File: src/rtl/kul_seq_divider.sv
// Sequential unsigned restoring divider, one quotient bit per cycle, valid/ready on both sides.
// Optional macro KUL_SEQ_DIVIDER_APPROX_EN zeroes the divisor's APPROX_LSB low bits at accept.
module kul_seq_divider #(
  parameter int DW         = 16,
  parameter int VW         = 8,
  parameter int APPROX_LSB = 2
) (
  input  logic          clk_i,
  input  logic          rst_i,
  input  logic          in_valid_i,
  output logic          in_ready_o,
  input  logic [DW-1:0] dividend_i,
  input  logic [VW-1:0] divisor_i,
  output logic          out_valid_o,
  input  logic          out_ready_i,
  output logic [DW-1:0] quotient_o,
  output logic [VW-1:0] remainder_o,
  output logic          div_by_zero_o
);

  localparam int CW = (DW > 1) ? $clog2(DW) : 1;

  if (APPROX_LSB >= VW) begin : g_bad_approx_lsb
    $error("APPROX_LSB must be smaller than VW");
  end

  typedef enum logic [1:0] {IDLE, RUN, DONE} state_e;

  state_e        state_q;
  logic [DW-1:0] q_q, q_d;
  logic [VW-1:0] d_q, d_eff;
  logic [VW-1:0] r_q, r_d;
  logic [VW:0]   r_shift;
  logic [CW-1:0] cnt_q;

`ifdef KUL_SEQ_DIVIDER_APPROX_EN
  localparam logic [VW-1:0] LSB_MASK = VW'((1 << APPROX_LSB) - 1);
  logic [VW-1:0] d_masked;
  assign d_masked = divisor_i & ~LSB_MASK;
  // Small divisors that mask to zero fall back to the exact value.
  assign d_eff    = (d_masked != '0) ? d_masked : divisor_i;
`else
  assign d_eff = divisor_i;
`endif

  // The extra bit lives only in the shifted value; the stored remainder is always < D.
  always_comb begin
    r_shift = {r_q, q_q[DW-1]};
    if (r_shift >= {1'b0, d_q}) begin
      r_d = VW'(r_shift - {1'b0, d_q});
      q_d = {q_q[DW-2:0], 1'b1};
    end else begin
      r_d = r_shift[VW-1:0];
      q_d = {q_q[DW-2:0], 1'b0};
    end
  end

  always_ff @(posedge clk_i) begin
    if (rst_i) begin
      state_q       <= IDLE;
      in_ready_o    <= 1'b1;
      out_valid_o   <= 1'b0;
      quotient_o    <= '0;
      remainder_o   <= '0;
      div_by_zero_o <= 1'b0;
      cnt_q         <= '0;
      q_q           <= '0;
      d_q           <= '0;
      r_q           <= '0;
    end else begin
      case (state_q)
        IDLE: begin
          if (in_valid_i && in_ready_o) begin
            q_q        <= dividend_i;
            d_q        <= d_eff;
            r_q        <= '0;
            cnt_q      <= CW'(DW - 1);
            in_ready_o <= 1'b0;
            if (divisor_i == '0) begin
              state_q       <= DONE;
              out_valid_o   <= 1'b1;
              quotient_o    <= '1;
              remainder_o   <= dividend_i[VW-1:0];
              div_by_zero_o <= 1'b1;
            end else begin
              state_q <= RUN;
            end
          end
        end
        RUN: begin
          q_q <= q_d;
          r_q <= r_d;
          if (cnt_q == '0) begin
            state_q       <= DONE;
            out_valid_o   <= 1'b1;
            quotient_o    <= q_d;
            remainder_o   <= r_d;
            div_by_zero_o <= 1'b0;
          end else begin
            cnt_q <= cnt_q - CW'(1);
          end
        end
        DONE: begin
          if (out_ready_i) begin
            state_q     <= IDLE;
            out_valid_o <= 1'b0;
            in_ready_o  <= 1'b1;
          end
        end
        default: state_q <= IDLE;
      endcase
    end
  end

endmodule

File: config.mk
export PLATFORM = sky130hd
export DESIGN_NAME = kul_seq_divider
export DESIGN_NICKNAME = d
export VERILOG_FILES = /design/src/rtl/kul_seq_divider.sv
export SDC_FILE = /design/constraint.sdc
export NUM_CORES = 1
export LEC_CHECK = 0
export ABC_CLOCK_PERIOD_IN_PS = 2650
export BUFFER_PORTS_ARGS = -buffer_cell sky130_fd_sc_hd__buf_4
export CELL_PAD_IN_SITES_DETAIL_PLACEMENT = 1
export CELL_PAD_IN_SITES_GLOBAL_PLACEMENT = 2
export CORE_MARGIN = 3
export CORE_UTILIZATION = 28
export DETAILED_ROUTE_END_ITERATION = 12
export PLACE_DENSITY = 0.68
export SKIP_LAST_GASP = 1
export SLEW_MARGIN = 20
export SYNTH_ARGS = -nofsm -noshare
export SYNTH_HDL_FRONTEND = slang
export SYNTH_SLANG_ARGS = --single-unit
File: constraint.sdc
create_clock -name clk_i -period 2.65 [get_ports clk_i]
set_input_delay 0.53 -clock clk_i [delete_from_list [all_inputs] [get_ports clk_i]]
set_output_delay 0.53 -clock clk_i [all_outputs]
set_load 0.05 [all_outputs]
==> flow_metrics.tcl, run 1 <==
set metrics [dict create \
    wl_um 9959 \
    die_w_um 113.2 \
    fin_tns_setup_ps 0 \
    gp_congestion 0.8082 \
    vias 2995 \
    critPathKind "reg2reg" \
    port_buffers 54 \
    drt_iter0_drc 78 \
    wl_per_cell_um 17.05 \
    critPathMaxFanout 11 \
    overflow 0 \
    fin_nets 477 \
    coreArea_um2 11030 \
    syn_nets 426 \
    die_y_um 113.2 \
    vias_per_cell 5.128 \
    peakVddDrop_mv 0.2824 \
    yosysUniqueCellTypes 55 \
    synth_compound_area_share_pct 23.56 \
    cts-buffers-inserted 9 \
    setup_viol 0 \
    status "finished clean" \
    avgSynthCellArea_um2 8.294 \
    insertedDiodeCount 0 \
    yosys_warnings 0 \
    rsz0062_at_grt "false" \
    post-dp-hpwl_um 7358 \
    synth_seq_cells 65 \
    synth_edf_count 0 \
    dieArea_um2 12820 \
    slew_headroom_pct 61.33 \
    cts.repair_timing.setup_buffer_count 0 \
    p_leak_nw 1.596 \
    hold_class "in2reg" \
    ys_seq_area_share_pct 40.44 \
    dp_slack_ps 222.5 \
    path_clk_slew_ps 60 \
    clockBufferDepth 2 \
    fin_hold_ws_ps 417.7 \
    cts.htree.levels 3 \
    synthSimpleGateAreaFrac_pct 23.44 \
    synth_top_family_by_area "compound AO/OA/AOI/OAI gates" \
    finalHoldViolations 0 \
    synth_top_area_share_pct 40.44 \
    drive_above_1_share_pct 21.85 \
    drtAntennaViolNets 0 \
    async_flop_share_pct 0 \
    drtPass1Iterations 4 \
    clock-sinks 65 \
    grt_max_degree 41 \
    syn_area_um2 3218 \
    power.density_nw_per_um2 883.5 \
    yosys-top-cells-area "dfxtp_1, nor2_1, a211oi_1, nand2_1, a21oi_1" \
    arrival_ps 2530 \
    tightest_slew_ps 580.0 \
    antenna_found_initial 0 \
    synthAdderAreaFrac_pct 4.121 \
    synth_ff_type "dfxtp_1" \
    start_kind "register" \
    cts_resized 0 \
    timing.final.ws_setup_ps 391.2 \
    maxCapViolations 0 \
    synth_xor_area_share_pct 0.8165 \
    cts_tree "built" \
    drc 0 \
    total_power_mw 3.570 \
    clkLatencyLatePin_ps 330 \
    yosys.area.top_type "dfxtp_1" \
    postCtsHoldBufs 0 \
    endpoint_kind "register" \
    syn_to_final_growth_pct 25.54 \
    clock_skew_ps 5.268 \
    root_buffer "clkbuf_16" \
    fin_crit_ps 2259 \
    num_rows 38 \
    max_freq_mhz 442.7 \
    synthMuxAreaShare_pct 1.244 \
    post-route-period-util_pct 85.24 \
    ios 55 \
    initial_utilization_pct 29.17 \
    grt_usage_pct 16.08 \
    grt_pass1_vias 3034 \
    syn_inst 388 \
    slew_violations 0 \
    grt_pass1_wl_um 16170 \
    required_ps 2930 \
]
sequential cells by signal (all words and copies together), names as in the netlist:
name,count
q_q,16
quotient_o,16
d_q,8
r_q,8
remainder_o,8
cnt_q,4
state_q,2
div_by_zero_o,1
in_ready_o,1
out_valid_o,1
cell usage in the layout (no fill, tap or decap), types with 2 or more instances in the layout:
cell and count:
inv_1 17, a221oi_1 2, nor4_1 9, a211oi_1 24, nor2_2 2, a32oi_1 2
mux2i_1 4, clkbuf_8 2, a21oi_1 28, ha_1 9, buf_4 64, nor2_1 68
and3_1 5, o221ai_1 2, dfxtp_1 65, clkbuf_16 9, nor2b_1 4, a22o_1 3
nand3_1 5, nor3_1 9, a31oi_1 4, o21ai_1 2, a211oi_2 5, xor2_1 2
nand2_1 47, o21ai_0 8, nand2b_1 2, a311oi_1 10, a311oi_2 2
layer usage:
| layer | global-route usage, % | vias to the layer above | routed length, um |
|---|---|---|---|
| met5 | 0 | - | 0 |
| met4 | 6.090 | 0 | 172 |
| met3 | 3.155 | 13 | 392 |
| met2 | 25.59 | 51 | 4622 |
| met1 | 21.54 | 1435 | 4773 |
| li1 | - | 1496 | - |
where the power goes:
group	total (mW)	switching, mW	internal [mW]
logic	1.15	0.750	0.402
registers	1.18	0.0821	1.10
clock network	1.24	0.455	0.780
cell usage after synthesis (8+ instances only):
cell type  number
a211oi_1       24
a21oi_1        28
a311oi_1       10
buf_2           8
clkbuf_1        9
dfxtp_1        65
ha_1            9
inv_1          17
nand2_1        47
nor2_1         68
nor3_1          9
nor4_1          9
o21ai_0         8
cell families after synthesis:
logic type      after synthesis
buf+inv                      41
fa+ha+maj                    10
simple gates                163
mux                           4
xor+xnor                      3
compound gates              102
flops                        65
critical path, stage by stage, from the launching register on:
cell     delay, ps
dfxtp_1        330
inv_1           50
ha_1           450
and3_1         240
and3_1         320
a21o_1         400
mux2i_1        270
a22o_1         150
worst paths after layout:
path,from,end,slack [ps],cells after the start
worst min-delay path,out_ready_i,out_valid_o$_SDFFE_PP0P_,420,2
worst min register to register,d_q[3]$_SDFFE_PP0P_,d_q[3]$_SDFFE_PP0P_,460,2
worst max register to register,d_q[5]$_SDFFE_PP0P_,r_q[1]$_SDFFE_PP0P_,390,7
worst max-delay path,d_q[5]$_SDFFE_PP0P_,r_q[1]$_SDFFE_PP0P_,390,7
through the flow:
step,cells,instance area (um2),utilization (%)
3_3_place_gp,568,3732,33.84
5_1_grt,584,4040,36.63
3_5_place_dp,568,3732,33.84
6_report,584,4040,36.63
2_1_floorplan,388,3218,-
4_1_cts,584,4040,36.63
layout make-up:
type	count	area, um2
clock inverters	4	51.30
fillers	1315	6990
clock buffers	12	256.5
well taps	140	175.2
multi-input cells	282	1712
flip-flops and latches	65	1301
inverters	17	63.81
repair buffers	64	480.5
Power figures use the tool's default switching activity.
==> inputs of run 2 (changes only) <==
--- a/config.mk
+++ b/config.mk
@@ -5,7 +5,7 @@
 export SDC_FILE = /design/constraint.sdc
 export NUM_CORES = 1
 export LEC_CHECK = 0
-export ABC_CLOCK_PERIOD_IN_PS = 2650
+export ABC_CLOCK_PERIOD_IN_PS = 2150
 export BUFFER_PORTS_ARGS = -buffer_cell sky130_fd_sc_hd__buf_4
 export CELL_PAD_IN_SITES_DETAIL_PLACEMENT = 1
 export CELL_PAD_IN_SITES_GLOBAL_PLACEMENT = 2
==> constraint.sdc (replaced) <==
create_clock -name clk_i -period 2.15 [get_ports clk_i]
set_input_delay 0.43 -clock clk_i [delete_from_list [all_inputs] [get_ports clk_i]]
set_output_delay 0.43 -clock clk_i [all_outputs]
set_load 0.05 [all_outputs]
==> run 2 against run 1 <==
Effect of this change: first-iteration DRC count up 51%; critical path depth up 1; core utilization is 1.6 points higher; combinational power is 33% higher; total power rose by 31%; global-route usage down 0.063 points; final area up 4.3%; hold slack got worse by 100 ps; setup slack lost 330 ps; clock-buffer cell count fell by 3; non-clock buffer count up 10; via count decreased by 0.17%; largest cell class unchanged; largest power group unchanged.
==> flow_metrics.tcl, run 2 (synthesized netlist as in run 1, its figures left out) <==
set metrics [dict create \
    grt_max_degree 43 \
    cts.htree.levels 3 \
    layout_commonest_cell "buf_4" \
    start_kind "register" \
    vias 2990 \
    endpoint_kind "register" \
    drc 0 \
    vias_per_cell 5.034 \
    grt_pass1_wl_um 16250 \
    coreArea_um2 11030 \
    fin_nets 487 \
    total_power_mw 4.678 \
    hold_class "in2reg" \
    maxCapViolations 0 \
    fin_tns_setup_ps 0 \
    slew_violations 0 \
    clock_skew_ps 5.796 \
    tightest_slew_ps 613.4 \
    die_y_um 113.2 \
    required_ps 2400 \
    drtAntennaViolNets 0 \
    arrival_ps 2350 \
    num_rows 38 \
    drive_above_1_share_pct 25.33 \
    insertedDiodeCount 0 \
    fin_crit_ps 2090 \
    wl_um 9883 \
    postCtsHoldBufs 0 \
    grt_usage_pct 16.02 \
    rsz0062_at_grt "true" \
    wl_per_cell_um 16.64 \
    syn_to_final_growth_pct 30.91 \
    dieArea_um2 12820 \
    post-dp-hpwl_um 7350 \
    cts_tree "built" \
    status "finished clean" \
    critPathMaxFanout 3 \
    cts-buffers-inserted 9 \
    overflow 0 \
    post-route-period-util_pct 97.23 \
    final_cell_mix "buf_4, nor2_1, dfxtp_1, nand2_1, a21oi_1" \
    antenna_found_initial 0 \
    initial_utilization_pct 29.17 \
    die_w_um 113.2 \
    p_leak_nw 1.669 \
    critPathKind "reg2reg" \
    root_buffer "clkbuf_16" \
    finalHoldViolations 0 \
    slew_headroom_pct 59.11 \
    path_clk_slew_ps 60 \
    drtPass1Iterations 4 \
    clockBufferDepth 2 \
    gp_congestion 0.8623 \
    port_buffers 54 \
    grt_pass1_vias 3116 \
    nFillCells 1303 \
    power.density_nw_per_um2 1110 \
    clock-sinks 65 \
    setup_viol 0 \
    clkLatencyLatePin_ps 330 \
    largest_registers "q_q (16), quotient_o (16)" \
    drt_iter0_drc 118 \
    ios 55 \
    max_freq_mhz 478.4 \
    peakVddDrop_mv 0.4955 \
]
## run 2: final timing paths
path                        startpoint  depth (start not counted)                     endpoint  slack [ps]
setup / recovery  q_q[15]$_SDFFE_PP0P_                          8  remainder_o[4]$_SDFFE_PP0P_          60
hold / removal             out_ready_i                          2     out_valid_o$_SDFFE_PP0P_         310
setup reg to reg  q_q[15]$_SDFFE_PP0P_                          8  remainder_o[4]$_SDFFE_PP0P_          60
hold reg to reg    d_q[6]$_SDFFE_PP0P_                          2          d_q[6]$_SDFFE_PP0P_         460
## run 2: through the flow
step                util (%)  worst slack, ps  cell area, um2  hold WS (ps)  cells
global placement       34.68            64.02            3825         443.4    577
finish                 38.19            59.65            4213         313.6    594
floorplan                  -            258.2            3218         429.9    388
CTS                    37.79            30.36            4169         304.6    593
detailed placement     34.68            37.95            3825         456.9    577
global route           38.19           -56.57            4213         318.4    594
## run 2: layer usage
layer	GRT usage [%]	vias up	wire length [um]
met5	0	-	0
met4	4.327	0	105
met3	3.422	8	357
met2	26.15	54	4617
met1	21.44	1418	4802
li1	-	1510	-
## run 2: report_power, final
group,switching [mW],internal [mW]
clock network,0.567,1.13
registers,0.0984,1.36
logic,0.960,0.565
## run 2: area by class of cell
type / instances / area [um2] / area share, %
timing repair buffer: 74 / 580.6 / 13.78
clock inverter: 7 / 118.9 / 2.822
sequential: 65 / 1301 / 30.89
clock buffer: 9 / 225.2 / 5.346
tap: 140 / 175.2 / 4.158
inverter: 17 / 63.81 / 1.515
multi-input combinational: 282 / 1748 / 41.49
## run 2: repair_timing
item | in CTS | in global routing
resized for setup | 0 | 8
setup buffers | 0 | 1
endpoints found under the setup margin | 0 | 16
## run 2: worst max-delay path, stage by stage (launching register included)
cell and delay, ps:
dfxtp_1 330, inv_1 60, ha_1 230, fa_1 410, nand2b_1 200, a21oi_1 190, xor2_1 250, a211oi_2 130
o31ai_2 210
